File: config.mk
export PLATFORM = sky130hd
export DESIGN_NAME = rc5_core
export DESIGN_NICKNAME = d
export VERILOG_FILES = /design/src/rtl/rc5_core.sv
export SDC_FILE = /design/constraint.sdc
export NUM_CORES = 2
export LEC_CHECK = 0
export CORE_UTILIZATION = 40
export CTS_CLUSTER_DIAMETER = 120
export DETAILED_ROUTE_END_ITERATION = 10
export DONT_BUFFER_PORTS = 1
export GPL_TIMING_DRIVEN = 0
export PLACE_DENSITY_LB_ADDON = 0.1
export SLEW_MARGIN = 20
export SYNTH_ARGS = -nofsm -noshare
export SYNTH_HDL_FRONTEND = slang
export SYNTH_SLANG_ARGS = --single-unit
export TNS_END_PERCENT = 1
File: constraint.sdc
create_clock -name clk -period 81.2 [get_ports clk]
set_clock_uncertainty 0.1 [all_clocks]
set_input_delay 4.06 -clock clk [delete_from_list [all_inputs] [get_ports clk]]
set_output_delay 4.06 -clock clk [all_outputs]
set_load 0.02 [all_outputs]
File: src/rtl/rc5_core.sv
// RC5-W/R/B block cipher core with on-chip key expansion and one round per clock.
// Build option: define RC5_DECRYPT_EN to include the decrypt datapath; without it every operation encrypts.
module rc5_core #(
  parameter int W = 32,
  parameter int R = 12,
  parameter int B = 16
) (
  input  logic                                 clk,
  input  logic                                 rst,
  input  logic                                 key_wr,
  input  logic [((B > 1) ? $clog2(B) : 1)-1:0] key_addr,
  input  logic [7:0]                           key_byte,
  input  logic                                 key_exp,
  output logic                                 key_ready,
  input  logic                                 start,
  input  logic                                 mode,
  input  logic [W-1:0]                         a_in,
  input  logic [W-1:0]                         b_in,
  output logic [W-1:0]                         a_out,
  output logic [W-1:0]                         b_out,
  output logic                                 busy,
  output logic                                 done
);

  localparam int T    = 2 * (R + 1);
  localparam int U    = W / 8;
  localparam int C    = (B + U - 1) / U;
  localparam int NMIX = 3 * ((T > C) ? T : C);
  localparam int LW   = $clog2(W);
  localparam int TW   = $clog2(T);
  localparam int CW   = (C > 1) ? $clog2(C) : 1;

  localparam logic [63:0] P64 = (W == 16) ? 64'hB7E1 :
                                (W == 32) ? 64'hB7E1_5163 : 64'hB7E1_5162_8AED_2A6B;
  localparam logic [63:0] Q64 = (W == 16) ? 64'h9E37 :
                                (W == 32) ? 64'h9E37_79B9 : 64'h9E37_79B9_7F4A_7C15;
  localparam logic [W-1:0] P = P64[W-1:0];
  localparam logic [W-1:0] Q = Q64[W-1:0];

  typedef enum logic [2:0] {IDLE, KINIT, KMIX, LOAD, ROUND, OUT} state_t;

  state_t        state;
  logic [7:0]    key_mem [B];
  logic [W-1:0]  l_tab   [C];
  logic [W-1:0]  s_tab   [T];
  logic [W-1:0]  l_init  [C];
  logic [W-1:0]  ra, rb;
  logic [TW-1:0] si, ie, io;
  logic [CW-1:0] lj;
  logic [15:0]   cnt;
  logic [7:0]    rnd;
  logic [W-1:0]  mix_a, mix_s, mix_b, e_a, e_b;

  function automatic logic [W-1:0] rotl(input logic [W-1:0] x, input logic [LW-1:0] n);
    logic [2*W-1:0] d;
    d = {x, x} << n;
    return d[2*W-1:W];
  endfunction

  // Key bytes packed little-endian into L words; bytes past B stay zero.
  always_comb begin
    for (int k = 0; k < C; k++) l_init[k] = '0;
    for (int i = 0; i < B; i++) l_init[i / U][8 * (i % U) +: 8] = key_mem[i];
  end

  assign mix_a = rotl(s_tab[si] + ra + rb, LW'(3));
  assign mix_s = mix_a + rb;
  assign mix_b = rotl(l_tab[lj] + mix_s, mix_s[LW-1:0]);

  assign ie  = TW'({rnd, 1'b0});
  assign io  = ie | TW'(1);
  assign e_a = rotl(ra ^ rb, rb[LW-1:0]) + s_tab[ie];
  assign e_b = rotl(rb ^ e_a, e_a[LW-1:0]) + s_tab[io];

`ifdef RC5_DECRYPT_EN
  logic         dec;
  logic [W-1:0] d_a, d_b;

  function automatic logic [W-1:0] rotr(input logic [W-1:0] x, input logic [LW-1:0] n);
    logic [2*W-1:0] d;
    d = {x, x} >> n;
    return d[W-1:0];
  endfunction

  assign d_b = rotr(rb - s_tab[io], ra[LW-1:0]) ^ ra;
  assign d_a = rotr(ra - s_tab[ie], d_b[LW-1:0]) ^ d_b;
`else
  logic unused_mode;
  assign unused_mode = mode;
`endif

  always_ff @(posedge clk or posedge rst) begin
    if (rst) begin
      state     <= IDLE;
      key_ready <= 1'b0;
      busy      <= 1'b0;
      done      <= 1'b0;
      a_out     <= '0;
      b_out     <= '0;
      ra        <= '0;
      rb        <= '0;
      si        <= '0;
      lj        <= '0;
      cnt       <= '0;
      rnd       <= '0;
`ifdef RC5_DECRYPT_EN
      dec       <= 1'b0;
`endif
      for (int k = 0; k < B; k++) key_mem[k] <= '0;
      for (int k = 0; k < C; k++) l_tab[k] <= '0;
      for (int k = 0; k < T; k++) s_tab[k] <= '0;
    end else begin
      done <= 1'b0;
      case (state)
        IDLE: begin
          if (key_wr) begin
            key_mem[key_addr] <= key_byte;
            key_ready         <= 1'b0;
          end
          // Expansion takes priority over a coincident start.
          if (key_exp) begin
            for (int k = 0; k < C; k++) l_tab[k] <= l_init[k];
            ra        <= P;
            si        <= '0;
            cnt       <= 16'(T - 1);
            key_ready <= 1'b0;
            busy      <= 1'b1;
            state     <= KINIT;
          end else if (start && key_ready) begin
            ra    <= a_in;
            rb    <= b_in;
            busy  <= 1'b1;
            state <= LOAD;
`ifdef RC5_DECRYPT_EN
            dec   <= mode;
`endif
          end
        end
        KINIT: begin
          s_tab[si] <= ra;
          ra        <= ra + Q;
          si        <= si + TW'(1);
          if (cnt == 16'd0) begin
            cnt   <= 16'(NMIX - 1);
            ra    <= '0;
            rb    <= '0;
            si    <= '0;
            lj    <= '0;
            state <= KMIX;
          end else begin
            cnt <= cnt - 16'd1;
          end
        end
        KMIX: begin
          s_tab[si] <= mix_a;
          l_tab[lj] <= mix_b;
          ra        <= mix_a;
          rb        <= mix_b;
          si        <= (si == TW'(T - 1)) ? '0 : si + TW'(1);
          lj        <= (lj == CW'(C - 1)) ? '0 : lj + CW'(1);
          if (cnt == 16'd0) begin
            key_ready <= 1'b1;
            busy      <= 1'b0;
            state     <= IDLE;
          end else begin
            cnt <= cnt - 16'd1;
          end
        end
        LOAD: begin
          ra    <= ra + s_tab[0];
          rb    <= rb + s_tab[1];
          rnd   <= 8'd1;
          state <= ROUND;
`ifdef RC5_DECRYPT_EN
          if (dec) begin
            ra  <= ra;
            rb  <= rb;
            rnd <= 8'(R);
          end
`endif
        end
        ROUND: begin
          ra  <= e_a;
          rb  <= e_b;
          rnd <= rnd + 8'd1;
          if (rnd == 8'(R)) state <= OUT;
`ifdef RC5_DECRYPT_EN
          if (dec) begin
            ra    <= d_a;
            rb    <= d_b;
            rnd   <= rnd - 8'd1;
            state <= (rnd == 8'd1) ? OUT : ROUND;
          end
`endif
        end
        OUT: begin
          a_out <= ra;
          b_out <= rb;
`ifdef RC5_DECRYPT_EN
          if (dec) begin
            a_out <= ra - s_tab[0];
            b_out <= rb - s_tab[1];
          end
`endif
          done  <= 1'b1;
          busy  <= 1'b0;
          state <= IDLE;
        end
        default: state <= IDLE;
      endcase
    end
  end

endmodule

==> impl_metrics.yaml <==
timing:
  finalMaxSlewViolations: 0
  finalHoldWorstSlack_ns: 0.399
  worstMarginPinSlew_ns: 1.36
  fin_crit_sh: 0.233
  rsz0062_at_grt: "false"
  max_freq_mhz: 52.8
  finalSetupTns_ns: 0
  maxSlewHeadroom: 0.0904
  hold_viol_final: 0
  period_needed_ns: 18.94
  finalSetupViolCount: 0
global_route:
  antenna_found_initial: 65
  grt_max_degree: 101
  grt_overflow: 0
  grt_usage: 0.424
  grt_pass1_wl_um: 602000
  first_global_vias: 72500
detailed_routing:
  dr.pass1.iters: 6
  wl_per_cell_um: 38.9
  post_drt_via_cell_ratio: 6.71
  wirelength_um: 440000
  ant_nets: 0
  via_count: 75900
  drt_iter0_drc: 10500
  drc: 0
critical_path:
  r2r_slack_ns: 62.26
  cpPeakStageDelay_ns: 1.04
  critPathCapture: "l_tab[97]"
  crit_path_end_kind: "flop"
  cp-start-kind: "flop"
  r2r_cells: 46
  worstPathMaxFanout: 10
  crit_required_ns: 81.73
  arrival_ns: 19.48
  cp_slowest_cell: "o311ai_0"
  crit_type: "reg -> reg"
  cp-startpoint: "si[0]"
  rr_endpoint: "l_tab[97]"
  rr_startpoint: "si[0]"
worst_hold_path:
  whs_path_depth: 1
  min_path_type: "reg -> reg"
floorplan:
  core_um2: 202000
  die-area_um2: 205000
  die_h_um: 453
  rows: 165
  start_util: 0.402
  num_io_pins: 149
  chipWidth_um: 453
synth:
  ys_seq_elements: 1253
  synth_compound_area_frac: 0.198
  synth_top_family_by_area: "compound AO/OA/AOI/OAI gates"
  synth_nets: 8685
  synth-xor-area-share: 0.0303
  ys_seq_area_frac: 0.385
  synth_edf_count: 0
  yosys_warnings: 0
  async_reset_ff_frac: 1.00
  synth_area_um2: 81300
  yosys.area_share.simple: 0.114
  synth_area_per_cell_um2: 9.79
  synth_fa_ha_area_frac: 0.0489
  synth_cells: 8308
  synth.lib_cells_used.distinct: 93
  synthMuxAreaShare: 0.187
  synth-main-ff-cell: "dfrtp_1"
placed_design:
  place_hpwl_um: 350000
  gp_congestion: 1.05
  numPortBuffers: 0
clock_tree:
  hold_buffers: 0
  cts-root-buf: "clkbuf_16"
  cts_buffers: 148
  htreeDepth: 4
  post_cts_buffers: 0
  clk_pin_slew_ns: 0.06
  clockBufferDepth: 3
  ctsResizeCount: 0
  numClockSinks: 1253
  cts_tree: "built"
  worst_skew_pair.late_latency_ns: 0.87
job:
  max_cap_violations: 0
final_layout:
  fill_cells: 19500
  area_delta_synth_final_pct: 12.0
  final_nets: 8867
  drive_gt1_frac: 0.140
outcome:
  outcome: "finished, final reports clean"
final cells by class:
| class | instances | area [um2] | area share |
|---|---|---|---|
| Timing Repair Buffer | 32 | 608 | 0.00667 |
| Antenna cell | 36 | 90.1 | 0.000989 |
| Tap cell | 2672 | 3340 | 0.0367 |
| Clock buffer | 210 | 4370 | 0.0480 |
| Inverter | 133 | 507 | 0.00556 |
| Buffer | 655 | 2550 | 0.0280 |
| Clock inverter | 58 | 957 | 0.0105 |
| Sequential cell | 1253 | 31400 | 0.344 |
| Multi-Input combinational cell | 6267 | 47300 | 0.519 |
logic make-up (layout without fill, tap and decap cells):
kind of cell | Yosys count | count (layout)
AOI/OAI and AO/OA | 2649 | 2649
xor gates and xnor gates | 247 | 247
adders and majority gates | 295 | 295
buffers and inverters | 788 | 1088
DFF | 1253 | 1253
muxes | 889 | 889
other | 0 | 36
and+or+nand+nor | 2187 | 2187
layer usage:
metal / track usage / vias up / wire length (um)
met3: 0.110 / 1242 / 43200
met4: 0.314 / 44 / 38600
met1: 0.528 / 38800 / 167000
li1: - / 31300 / -
met2: 0.635 / 4575 / 192000
met5: 0 / - / 281
cell usage in the layout (no fill, tap or decap), drive strengths merged, types with 134 or more instances in the layout:
| cell | instances |
|---|---|
| nand2 | 1344 |
| a31oi | 142 |
| inv | 134 |
| mux2i | 157 |
| dfrtp | 1253 |
| xnor2 | 148 |
| nor2 | 359 |
| mux2 | 252 |
| o21ai | 1198 |
| clkbuf | 776 |
| ha | 257 |
| mux4 | 480 |
| a21oi | 437 |
synthesized netlist by cell type, types with 18 or more instances:
library cell	instances	area share
o22ai_1	79	0.0061
or2_2	22	0.0017
inv_1	125	0.0058
nor3_1	106	0.0065
a21oi_1	436	0.027
o21bai_1	30	0.0028
nand2b_1	32	0.0025
mux4_2	480	0.13
xnor2_1	148	0.016
nand3_1	106	0.0065
mux2_2	251	0.035
a211oi_1	64	0.0059
fa_1	38	0.0094
and3_1	33	0.0025
nor3b_1	18	0.0017
nor2b_1	38	0.0029
a211o_1	19	0.0020
o31ai_1	33	0.0030
nand4_1	24	0.0018
o211ai_1	73	0.0067
o221ai_1	24	0.0026
ha_1	257	0.040
mux2i_1	157	0.019
a22oi_1	124	0.011
nand2_1	1344	0.062
clkbuf_1	561	0.026
a221oi_1	104	0.011
buf_1	84	0.0039
o21a_1	49	0.0045
o21ai_0	1180	0.073
nor2_1	359	0.017
or3_1	32	0.0025
a31oi_1	138	0.011
xor2_1	78	0.0084
and2_1	29	0.0022
a21o_1	74	0.0068
dfrtp_1	1253	0.39
worst max-delay path, delay by kind of cell (launching register included):
kind            cells  cell delay [ns]
mux                 2             0.72
flops               1             0.43
xor+xnor            3             1.37
fa+ha+maj           5             2.01
simple gates        6             1.13
buf+inv             7             4.62
compound gates     23             8.28
metrics by stage:
stage	std cells	utilization	instance area, um2	worst slack (ns)
after floorplan	8308	-	81300	41.73
after global placement	11000	0.419	84700	25.98
after detailed placement	11000	0.424	85600	63.09
after CTS	11300	0.450	91000	62.98
after global routing	11300	0.451	91100	61.89
final	11300	0.451	91100	62.26
worst min path at each step:
stage	to	startpoint
after detailed placement	s_tab[640]	s_tab[640]
after CTS	s_tab[640]	s_tab[640]
after global routing	rnd[7]	rnd[7]
after floorplan	rnd[7]	rnd[7]
final	rnd[7]	rnd[7]
after global placement	s_tab[494]	s_tab[494]
sequential cells by signal, summed over array words and instances (netlist names):
| signal | cells |
|---|---|
| key_ready | 1 |
| rnd | 8 |
| ra | 32 |
| si | 5 |
| done | 1 |
| lj | 2 |
| state | 3 |
| s_tab | 832 |
| b_out | 32 |
| busy | 1 |
| rb | 32 |
| l_tab | 128 |
| a_out | 32 |
| key_mem | 128 |
| cnt | 16 |
Power is left out: the tool's default activity adds up to more than one toggle a clock period on the data nets, which glitch-free logic cannot reach.
